--- src/rtl/floo_addr_decode_pkg.sv ---
// Shared types and constants for the rule-table address/ID decoder.
// Rule templates use 8-bit addresses and indices; wider maps pass their own rule_t.
package floo_addr_decode_pkg;

    localparam int unsigned ERR_CNT_W   = 16;
    localparam int unsigned DFLT_ADDR_W = 8;
    localparam int unsigned DFLT_IDX_W  = 8;

    typedef logic [DFLT_ADDR_W-1:0] dflt_addr_t;

    typedef struct packed {
        logic [DFLT_IDX_W-1:0] idx;
        dflt_addr_t            start_addr;
        dflt_addr_t            end_addr;
    } range_rule_t;

    typedef struct packed {
        logic [DFLT_IDX_W-1:0] idx;
        dflt_addr_t            addr;
        dflt_addr_t            mask;
    } napot_rule_t;

    function automatic logic [ERR_CNT_W-1:0] sat_inc(input logic [ERR_CNT_W-1:0] v);
        return (&v) ? v : v + ERR_CNT_W'(1);
    endfunction

endpackage

--- src/rtl/floo_addr_decode_rule_match.sv ---
// Single-rule matcher: range (start <= a < end, end==0 means open-ended) or NAPOT.
// A rule whose index is outside 0..NoIndices-1 never matches.
module floo_addr_rule_match
    import floo_addr_decode_pkg::*;
#(
    parameter int unsigned NoIndices = 32'd2,
    parameter type         addr_t    = dflt_addr_t,
    parameter type         rule_t    = range_rule_t,
    parameter bit          Napot     = 1'b0
) (
    input  addr_t addr_i,
    input  rule_t rule_i,
    output logic  match_o
);

    logic hit;
    logic idx_ok;

    assign idx_ok = (32'(rule_i.idx) < NoIndices);

    if (Napot) begin : g_napot
        assign hit = ((addr_i & rule_i.mask) == (rule_i.addr & rule_i.mask));
    end else begin : g_range
        assign hit = (addr_i >= rule_i.start_addr) &&
                     ((addr_i < rule_i.end_addr) || (rule_i.end_addr == '0));
    end

    assign match_o = hit && idx_ok;

endmodule

--- src/rtl/floo_addr_decode.sv ---
// Rule-table address/ID decoder with a saturating decode-error counter.
// Define ADDR_DECODE_OUT_REG_EN to register idx_o/dec_valid_o/dec_error_o (latency 1).
module floo_addr_decode
    import floo_addr_decode_pkg::*;
#(
    parameter int unsigned NoIndices = 32'd2,
    parameter int unsigned NoRules   = 32'd1,
    parameter type         addr_t    = dflt_addr_t,
    parameter type         rule_t    = range_rule_t,
    parameter bit          Napot     = 1'b0,
    parameter int unsigned IdxWidth  = (NoIndices > 32'd1) ? $clog2(NoIndices) : 32'd1
) (
    input  logic                  clk_i,
    input  logic                  rst_ni,
    input  addr_t                 addr_i,
    input  rule_t [NoRules-1:0]   addr_map_i,
    input  logic [IdxWidth-1:0]   default_idx_i,
    input  logic                  en_default_idx_i,
    input  logic                  addr_valid_i,
    output logic [IdxWidth-1:0]   idx_o,
    output logic                  dec_valid_o,
    output logic                  dec_error_o,
    output logic [ERR_CNT_W-1:0]  err_cnt_o
);

    if (NoRules == 0) begin : g_no_rules
        $fatal(1, "floo_addr_decode: NoRules must be at least 1");
    end
    if (NoIndices == 0) begin : g_no_indices
        $fatal(1, "floo_addr_decode: NoIndices must be at least 1");
    end

    logic [NoRules-1:0]   match;
    logic                 hit;
    logic [IdxWidth-1:0]  hit_idx;
    logic [IdxWidth-1:0]  dec_idx_d;
    logic                 dec_valid_d;
    logic                 dec_error_d;
    logic [ERR_CNT_W-1:0] err_cnt_d;
    logic [ERR_CNT_W-1:0] err_cnt_q;

    for (genvar i = 0; i < NoRules; i++) begin : g_rule
        floo_addr_rule_match #(
            .NoIndices (NoIndices),
            .addr_t    (addr_t),
            .rule_t    (rule_t),
            .Napot     (Napot)
        ) u_match (
            .addr_i  (addr_i),
            .rule_i  (addr_map_i[i]),
            .match_o (match[i])
        );
    end

    // Ascending scan so the highest-numbered matching rule overwrites earlier ones
    always_comb begin
        hit     = 1'b0;
        hit_idx = '0;
        for (int unsigned r = 0; r < NoRules; r++) begin
            if (match[r]) begin
                hit     = 1'b1;
                hit_idx = IdxWidth'(addr_map_i[r].idx);
            end
        end
    end

    always_comb begin
        dec_idx_d   = '0;
        dec_valid_d = 1'b0;
        dec_error_d = 1'b0;
        if (hit) begin
            dec_idx_d   = hit_idx;
            dec_valid_d = 1'b1;
        end else if (en_default_idx_i) begin
            dec_idx_d   = default_idx_i;
        end else begin
            dec_error_d = 1'b1;
        end
    end

    always_comb begin
        err_cnt_d = err_cnt_q;
        if (addr_valid_i && dec_error_d) begin
            err_cnt_d = sat_inc(err_cnt_q);
        end
    end

    always_ff @(posedge clk_i or negedge rst_ni) begin
        if (!rst_ni) begin
            err_cnt_q <= '0;
        end else begin
            err_cnt_q <= err_cnt_d;
        end
    end

    assign err_cnt_o = err_cnt_q;

`ifdef ADDR_DECODE_OUT_REG_EN
    logic [IdxWidth-1:0] dec_idx_q;
    logic                dec_valid_q;
    logic                dec_error_q;

    always_ff @(posedge clk_i or negedge rst_ni) begin
        if (!rst_ni) begin
            dec_idx_q   <= '0;
            dec_valid_q <= 1'b0;
            dec_error_q <= 1'b0;
        end else begin
            dec_idx_q   <= dec_idx_d;
            dec_valid_q <= dec_valid_d;
            dec_error_q <= dec_error_d;
        end
    end

    assign idx_o       = dec_idx_q;
    assign dec_valid_o = dec_valid_q;
    assign dec_error_o = dec_error_q;
`else
    assign idx_o       = dec_idx_d;
    assign dec_valid_o = dec_valid_d;
    assign dec_error_o = dec_error_d;
`endif

endmodule

--- config.mk ---
export PLATFORM = sky130hd
export DESIGN_NAME = floo_addr_decode
export DESIGN_NICKNAME = d
export VERILOG_FILES = /design/src/rtl/floo_addr_decode_pkg.sv /design/src/rtl/floo_addr_decode_rule_match.sv /design/src/rtl/floo_addr_decode.sv
export SDC_FILE = /design/constraint.sdc
export NUM_CORES = 1
export LEC_CHECK = 0
export CAP_MARGIN = 20
export CELL_PAD_IN_SITES_DETAIL_PLACEMENT = 0
export CELL_PAD_IN_SITES_GLOBAL_PLACEMENT = 1
export CORE_ASPECT_RATIO = 0.9
export CORE_UTILIZATION = 34
export CTS_BUF_LIST = sky130_fd_sc_hd__clkbuf_8
export CTS_CLUSTER_SIZE = 30
export DETAILED_ROUTE_END_ITERATION = 16
export PLACE_DENSITY = 0.95
export SETUP_SLACK_MARGIN = 0.5
export SYNTH_ARGS = -nofsm -noshare
export SYNTH_HDL_FRONTEND = slang
export SYNTH_SLANG_ARGS = --single-unit
--- constraint.sdc ---
create_clock -name clk_i -period 6.14 [get_ports clk_i]
set_clock_uncertainty 0.15 [all_clocks]
set_input_delay 1.228 -clock clk_i [delete_from_list [all_inputs] [get_ports clk_i]]
set_output_delay 1.228 -clock clk_i [all_outputs]
set_load 0.01 [all_outputs]
==> insert_results.sql, run 1 <==
INSERT INTO impl_metrics (metric_group, metric, value, unit) VALUES
('global_routing', 'wire_length_of_the_first_global_routing_pass', '5060', 'um'),
('global_routing', 'number_of_global_route_vias_before_repair', '1183', ''),
('yosys', 'yosys_warnings', '0', ''),
('route', 'detailedRoute.firstPassIterationCount', '4', ''),
('yosys', 'synth_largest_type_area_fraction', '31.3', '%'),
('route', 'drt-initial-drc-count', '15', ''),
('run_status', 'outcome', 'complete, no violations', ''),
('critical_path', 'cpLargestDelayFamily', 'buffers and inverters', ''),
('route', 'routed_wire_length', '3020', 'um'),
('floorplan', 'fp.dieH', '60.2', 'um'),
('sta', 'timing_hold_violations_final', '0', ''),
('sta', 'final_min_period_over_clock_period', '82.0', '%'),
('route', 'antenna_nets_post_route', '0', ''),
('sta', 'setup_slack', '1.11', 'ns'),
('global_routing', 'grt_start_max_net_pins', '17', ''),
('critical_path', 'r2r-end', 'err_cnt_o[1]', ''),
('yosys', 'number_of_enable_type_register_cells_in_the_synthesized_netlist', '0', ''),
('sta', 'max_clock_freq', '0.199', 'GHz'),
('critical_path', 'r2r_slack', '3.97', 'ns'),
('cts', 'clkLatencyLatePin', '0.24', 'ns'),
('critical_path', 'cp_num_buf_inv', '4', ''),
('yosys', 'synthesis.nets', '195', ''),
('critical_path', 'critPathKind', 'input pin to output pin', ''),
('floorplan', 'width_of_the_chip', '66.7', 'um'),
('yosys', 'synthTopCellsByArea', 'dfrtp_1 (31%), ha_1 (16%), xnor2_1 (9.6%)', ''),
('critical_path', 'worst-endpoint-arrival', '3.66', 'ns'),
('route', 'route.detailed.vias_per_inst', '4.93', ''),
('placement', 'numPlacedInstances', '240', ''),
('critical_path', 'cp_slowest_cell', 'clkdlybuf4s50_1', ''),
('layout', 'drive_gt1_share', '6.00', '%'),
('critical_path', 'r2r-start', 'err_cnt_o[4]', ''),
('pwr', 'power.density', '189', 'nW/um^2'),
('sta', 'slew_viol_final', '0', ''),
('layout', 'final-instance-count-excl-fill', '244', ''),
('yosys', 'synth_async_sr_flop_share', '100', '%'),
('critical_path', 'worst_path_largest_cell_delay', '0.53', 'ns'),
('floorplan', 'die-area', '4020', 'um^2'),
('cts', 'cts.sinks', '16', ''),
('route', 'post-route-drc-count', '0', ''),
('placement', 'gp_congestion', '0.747', ''),
('placement', 'post-place-ws', '1.10', 'ns'),
('pwr', 'worst_supply_voltage_drop_on_vdd', '0.207', 'mV'),
('placement', 'port_buffers', '55', ''),
('sta', 'slew_at_the_pin_closest_to_its_max_slew_limit', '0.756', 'ns'),
('sta', 'report.final.setup_viol', '0', ''),
('layout', 'filler_cell_count', '319', ''),
('critical_path', 'reg2reg_depth', '6', ''),
('run', 'max_cap_viol_count', '0', ''),
('yosys', 'ff_latch_count_synth', '16', ''),
('hold_path', 'hold_path_depth', '1', ''),
('yosys', 'synth_area_per_cell', '9.02', 'um^2'),
('yosys', 'synth.cell_area', '1280', 'um^2'),
('cts', 'clock_pin_slew_on_the_worst_setup_and_hold_paths', '0.06', 'ns'),
('global_routing', 'grt_antenna_before_repair', '0', ''),
('yosys', 'synth_common_cells', 'dfrtp_1 (16), ha_1 (16), inv_1 (16), nand2_1 (15), xnor2_1 (14)', ''),
('cts', 'cts.hold.buffers_added', '0', ''),
('critical_path', 'critical-path-top-cell-by-count', 'clkdlybuf4s50_1', ''),
('yosys', 'synth-main-ff-cell', 'dfrtp_1', ''),
('floorplan', 'start_util', '36.8', '%'),
('yosys', 'synthesis.instances', '142', ''),
('critical_path', 'crit_path_max_fanout', '15', ''),
('cts', 'cts_max_level', '1', ''),
('cts', 'numCtsBuffers', '3', ''),
('hold_path', 'hold_path.class', 'flip-flop to flip-flop', ''),
('yosys', 'synth.yosys.seq_area_share', '31.3', '%'),
('critical_path', 'cp_cell_sequence', 'clkdlybuf4s50_1 > inv_1 > ha_1 > nand2b_4 > a2111oi_4 > nor4_1 > o21ai_2 > buf_4 > nand3_1 > nand2_1 > clkdlybuf4s50_1', ''),
('hold_path', 'min-delay-start', 'err_cnt_o[2]', ''),
('layout', 'antenna-diode-count', '0', ''),
('layout', 'multiInputGateArea', '812', 'um^2'),
('sta', 'unrepaired_setup_endpoints_after_global_routing', 'no', ''),
('placement', 'place.detailed.hpwl', '2500', 'um');
[power breakdown]
part | leakage, nW | switching, W | internal, W
logic | 0.586 | 0.0000503 | 0.0000818
clock network | 0.0288 | 0.0000334 | 0.0000568
registers | 0.214 | 0.0000200 | 0.000124
[worst max path at each step]
| stage | endpoint | cells past startpoint | slack [ns] |
|---|---|---|---|
| CTS | idx_o | 11 | 1.08 |
| global placement | idx_o | 11 | 1.12 |
| detailed placement | idx_o | 11 | 1.10 |
| floorplan | idx_o | 9 | 2.07 |
| finish | idx_o | 11 | 1.11 |
| global route | idx_o | 11 | 0.98 |
[layout by cell type, fill, tap and decap left out, drive strengths merged, types with 2 or more instances in the layout]
cell,n
o21a,2
inv,16
nor2,7
nand3,9
nand2b,2
a21oi,4
and3,6
nand4,10
nor3,3
o21ai,3
clkbuf,4
nor4,6
dfrtp,16
clkdlybuf4s50,55
xnor2,15
nand2,15
ha,16
[cell families (layout without fill, tap and decap cells)]
family / Yosys count / count (layout) / synth area share, %
AND/OR/NAND/NOR: 63 / 63 / 27.1
buffers and inverters: 18 / 76 / 5.37
flip-flops: 16 / 16 / 31.2
XOR/XNOR: 15 / 15 / 10.8
multiplexers: 1 / 1 / 0.879
AO/OA/AOI/OAI: 13 / 13 / 8.99
adder cells (fa/ha/maj): 16 / 16 / 15.6
[routing by layer]
metal | track usage (%) | up-vias | routed length [um]
met3 | 2.67 | 0 | 178
met1 | 20.6 | 554 | 1400
met2 | 29.4 | 27 | 1450
li1 | - | 622 | -
met4 | 1.82 | 0 | 0
met5 | 0 | - | 0
[layout make-up]
class	instances	share of cell area (%)
Sequential cell	16	20.6
Clock buffer	4	2.84
Tap cell	44	2.84
Timing Repair Buffer	56	28.8
Inverter	16	3.09
Multi-Input combinational cell	108	41.8
[per-stage QoR]
step,util (%),instance area [um^2],hold slack [ns]
2_1_floorplan,-,1280,0.369
3_3_place_gp,54.2,1890,0.331
3_5_place_dp,54.2,1890,0.352
4_1_cts,55.8,1940,0.361
5_1_grt,55.8,1940,0.388
6_report,55.8,1940,0.361
Power figures use the tool's default switching activity.
==> run 2: changes to the inputs <==
Settings changed: CORE_UTILIZATION 34 to 31, PLACE_DENSITY 0.95 to 0.9.
Clock period 6.14 ns to 5.1 ns, I/O delays scaled along.
==> insert_results.sql, run 2 (synthesis gave the netlist of run 1 again) <==
INSERT INTO impl_metrics (metric_group, metric, value, unit) VALUES
('run_status', 'outcome', 'complete, no violations', ''),
('global_routing', 'grt_antenna_before_repair', '0', ''),
('sta', 'slew_at_the_pin_closest_to_its_max_slew_limit', '0.760', 'ns'),
('placement', 'postPlaceCellArea', '1890', 'um^2'),
('floorplan', 'pin_count', '56', ''),
('layout', 'mostFrequentLayoutCells', 'clkdlybuf4s50_1 (53), inv_1 (16), ha_1 (16), dfrtp_1 (16), nand2_1 (15)', ''),
('cts', 'cts.hold.buffers_added', '0', ''),
('cts', 'clock_pin_slew_on_the_worst_setup_and_hold_paths', '0.06', 'ns'),
('layout', 'syn_to_final_growth', '51.0', '%'),
('placement', 'gp_congestion', '0.786', ''),
('sta', 'post-route-min-period', '4.43', 'ns'),
('placement', 'place.detailed.hpwl', '2610', 'um'),
('route', 'route.detailed.vias_per_inst', '5.02', ''),
('floorplan', 'start_util', '33.4', '%'),
('sta', 'unrepaired_setup_endpoints_after_global_routing', 'no', ''),
('layout', 'antenna-diode-count', '0', ''),
('sta', 'maxSlewHeadroom', '49.2', '%'),
('global_routing', 'grt_start_max_net_pins', '17', ''),
('route', 'drt-initial-drc-count', '27', ''),
('run', 'max_cap_viol_count', '0', ''),
('sta', 'timing_hold_violations_final', '0', ''),
('critical_path', 'cp.required', '3.93', 'ns'),
('critical_path', 'worst-endpoint-arrival', '3.26', 'ns'),
('layout', 'nNetsFinal', '254', ''),
('placement', 'port_buffers', '55', ''),
('floorplan', 'std_cell_rows', '21', ''),
('hold_path', 'hold_path_depth', '1', ''),
('critical_path', 'crit_path_max_fanout', '4', ''),
('pwr', 'power.leakage', '0.845', 'nW'),
('route', 'post-route-drc-count', '0', ''),
('global_routing', 'grt.total_usage', '15.6', '%'),
('cts', 'numCtsBuffers', '3', ''),
('cts', 'cts.sinks', '16', ''),
('cts', 'clockBufferDepth', '2', ''),
('layout', 'fin_area', '1930', 'um^2'),
('route', 'route.detailed.wl_per_inst', '13.0', 'um'),
('sta', 'totalNegativeSetupSlack', '0', 'ns'),
('critical_path', 'reg2reg_depth', '6', ''),
('route', 'routed_wire_length', '3180', 'um'),
('cts', 'root_buffer', 'clkbuf_8', ''),
('global_routing', 'wire_length_of_the_first_global_routing_pass', '5800', 'um'),
('sta', 'final_min_period_over_clock_period', '86.8', '%'),
('layout', 'largest_register_ff_count', '16', ''),
('global_routing', 'number_of_global_route_vias_before_repair', '1253', ''),
('critical_path', 'timing.critical_path.from_type', 'input pin', ''),
('floorplan', 'width_of_the_chip', '69.8', 'um'),
('sta', 'report.final.setup_viol', '0', ''),
('sta', 'max_clock_freq', '0.226', 'GHz'),
('route', 'vias', '1231', ''),
('route', 'detailedRoute.firstPassIterationCount', '4', ''),
('cts', 'clock_tree_from_tritoncts', 'built', ''),
('critical_path', 'critPathCaptureType', 'output pin', ''),
('floorplan', 'fp.dieH', '63.0', 'um'),
('pwr', 'worst_supply_voltage_drop_on_vdd', '0.307', 'mV'),
('floorplan', 'placeableCoreArea', '3840', 'um^2'),
('cts', 'cts_max_level', '1', ''),
('global_routing', 'gr-total-overflow', '0', ''),
('layout', 'drive_gt1_share', '5.53', '%'),
('critical_path', 'critPathKind', 'input pin to output pin', ''),
('floorplan', 'die-area', '4390', 'um^2'),
('pwr', 'power.density', '221', 'nW/um^2'),
('layout', 'mostFrequentLayoutCell', 'clkdlybuf4s50_1', ''),
('sta', 'slew_viol_final', '0', ''),
('route', 'antenna_nets_post_route', '0', ''),
('hold_path', 'hold_path.class', 'flip-flop to flip-flop', ''),
('cts', 'clkLatencyLatePin', '0.24', 'ns');
==> run 2: per-stage QoR <==
| stage | hold slack, ns | setup slack (ns) | util, % | power (W) | cells |
|---|---|---|---|---|---|
| floorplan | 0.369 | 1.45 | - | 0.000245 | 142 |
| detailed placement | 0.336 | 0.569 | 49.2 | 0.000339 | 242 |
| global route | 0.372 | 0.562 | 50.4 | 0.000462 | 245 |
| CTS | 0.345 | 0.581 | 50.3 | 0.000435 | 245 |
| finish | 0.337 | 0.674 | 50.4 | 0.000428 | 245 |
| global placement | 0.331 | 0.603 | 49.2 | 0.000335 | 242 |
==> run 2: worst paths after layout <==
| kind | slack (ns) | end | from |
|---|---|---|---|
| min in group asynchronous | 1.06 | err_cnt_o[7] | rst_ni |
| worst min register to register | 0.34 | err_cnt_o[7] | err_cnt_o[7] |
| worst max-delay path | 0.67 | dec_valid_o | addr_map_i[2] |
| worst max register to register | 2.85 | err_cnt_o[1] | err_cnt_o[4] |
| worst min-delay path | 0.34 | err_cnt_o[7] | err_cnt_o[7] |
| max in group asynchronous | 3.28 | err_cnt_o[15] | rst_ni |
==> run 2: power by group <==
group | leakage (nW) | switching (W) | internal, W
combinational | 0.609 | 0.0000617 | 0.0000989
clock | 0.0216 | 0.0000396 | 0.0000523
sequential | 0.214 | 0.0000262 | 0.000149
==> run 2: timing repair <==
item / in CTS / in global routing
resized for setup: 0 / 2
setup buffers: 0 / 0
endpoints found under the setup margin: 0 / 2
==> run 2: final cells by class <==
type | instances | area, um^2
inverter | 16 | 60.1
timing repair buffer | 56 | 563
fill | 359 | 1900
multi-input combinational | 108 | 812
clock buffer | 3 | 41.3
tap | 46 | 57.6
sequential | 16 | 400
==> run 2: metal layers <==
layer	routed length, um	GRT usage (%)	share of wire, %	up-vias
met5	0	0	0	-
met4	27	1.75	0.85	0
met3	144	3.39	4.5	6
met2	1410	23.3	44	36
met1	1600	23.4	50	568
li1	-	-	-	621
==> run 2: critical path: stages <==
cell and delay, ns:
clkdlybuf4s50_1 0.48, inv_1 0.05, ha_1 0.25, o21ai_0 0.12
or2b_2 0.31, a32oi_2 0.23, o21a_1 0.22, clkdlybuf4s50_1 0.58
==> run 3: changes to the inputs <==
Settings changed: CTS_CLUSTER_SIZE 30 to 40.
==> results of run 3 <==
Same layout as run 2: the final DEF is identical, and so are final timing and power.
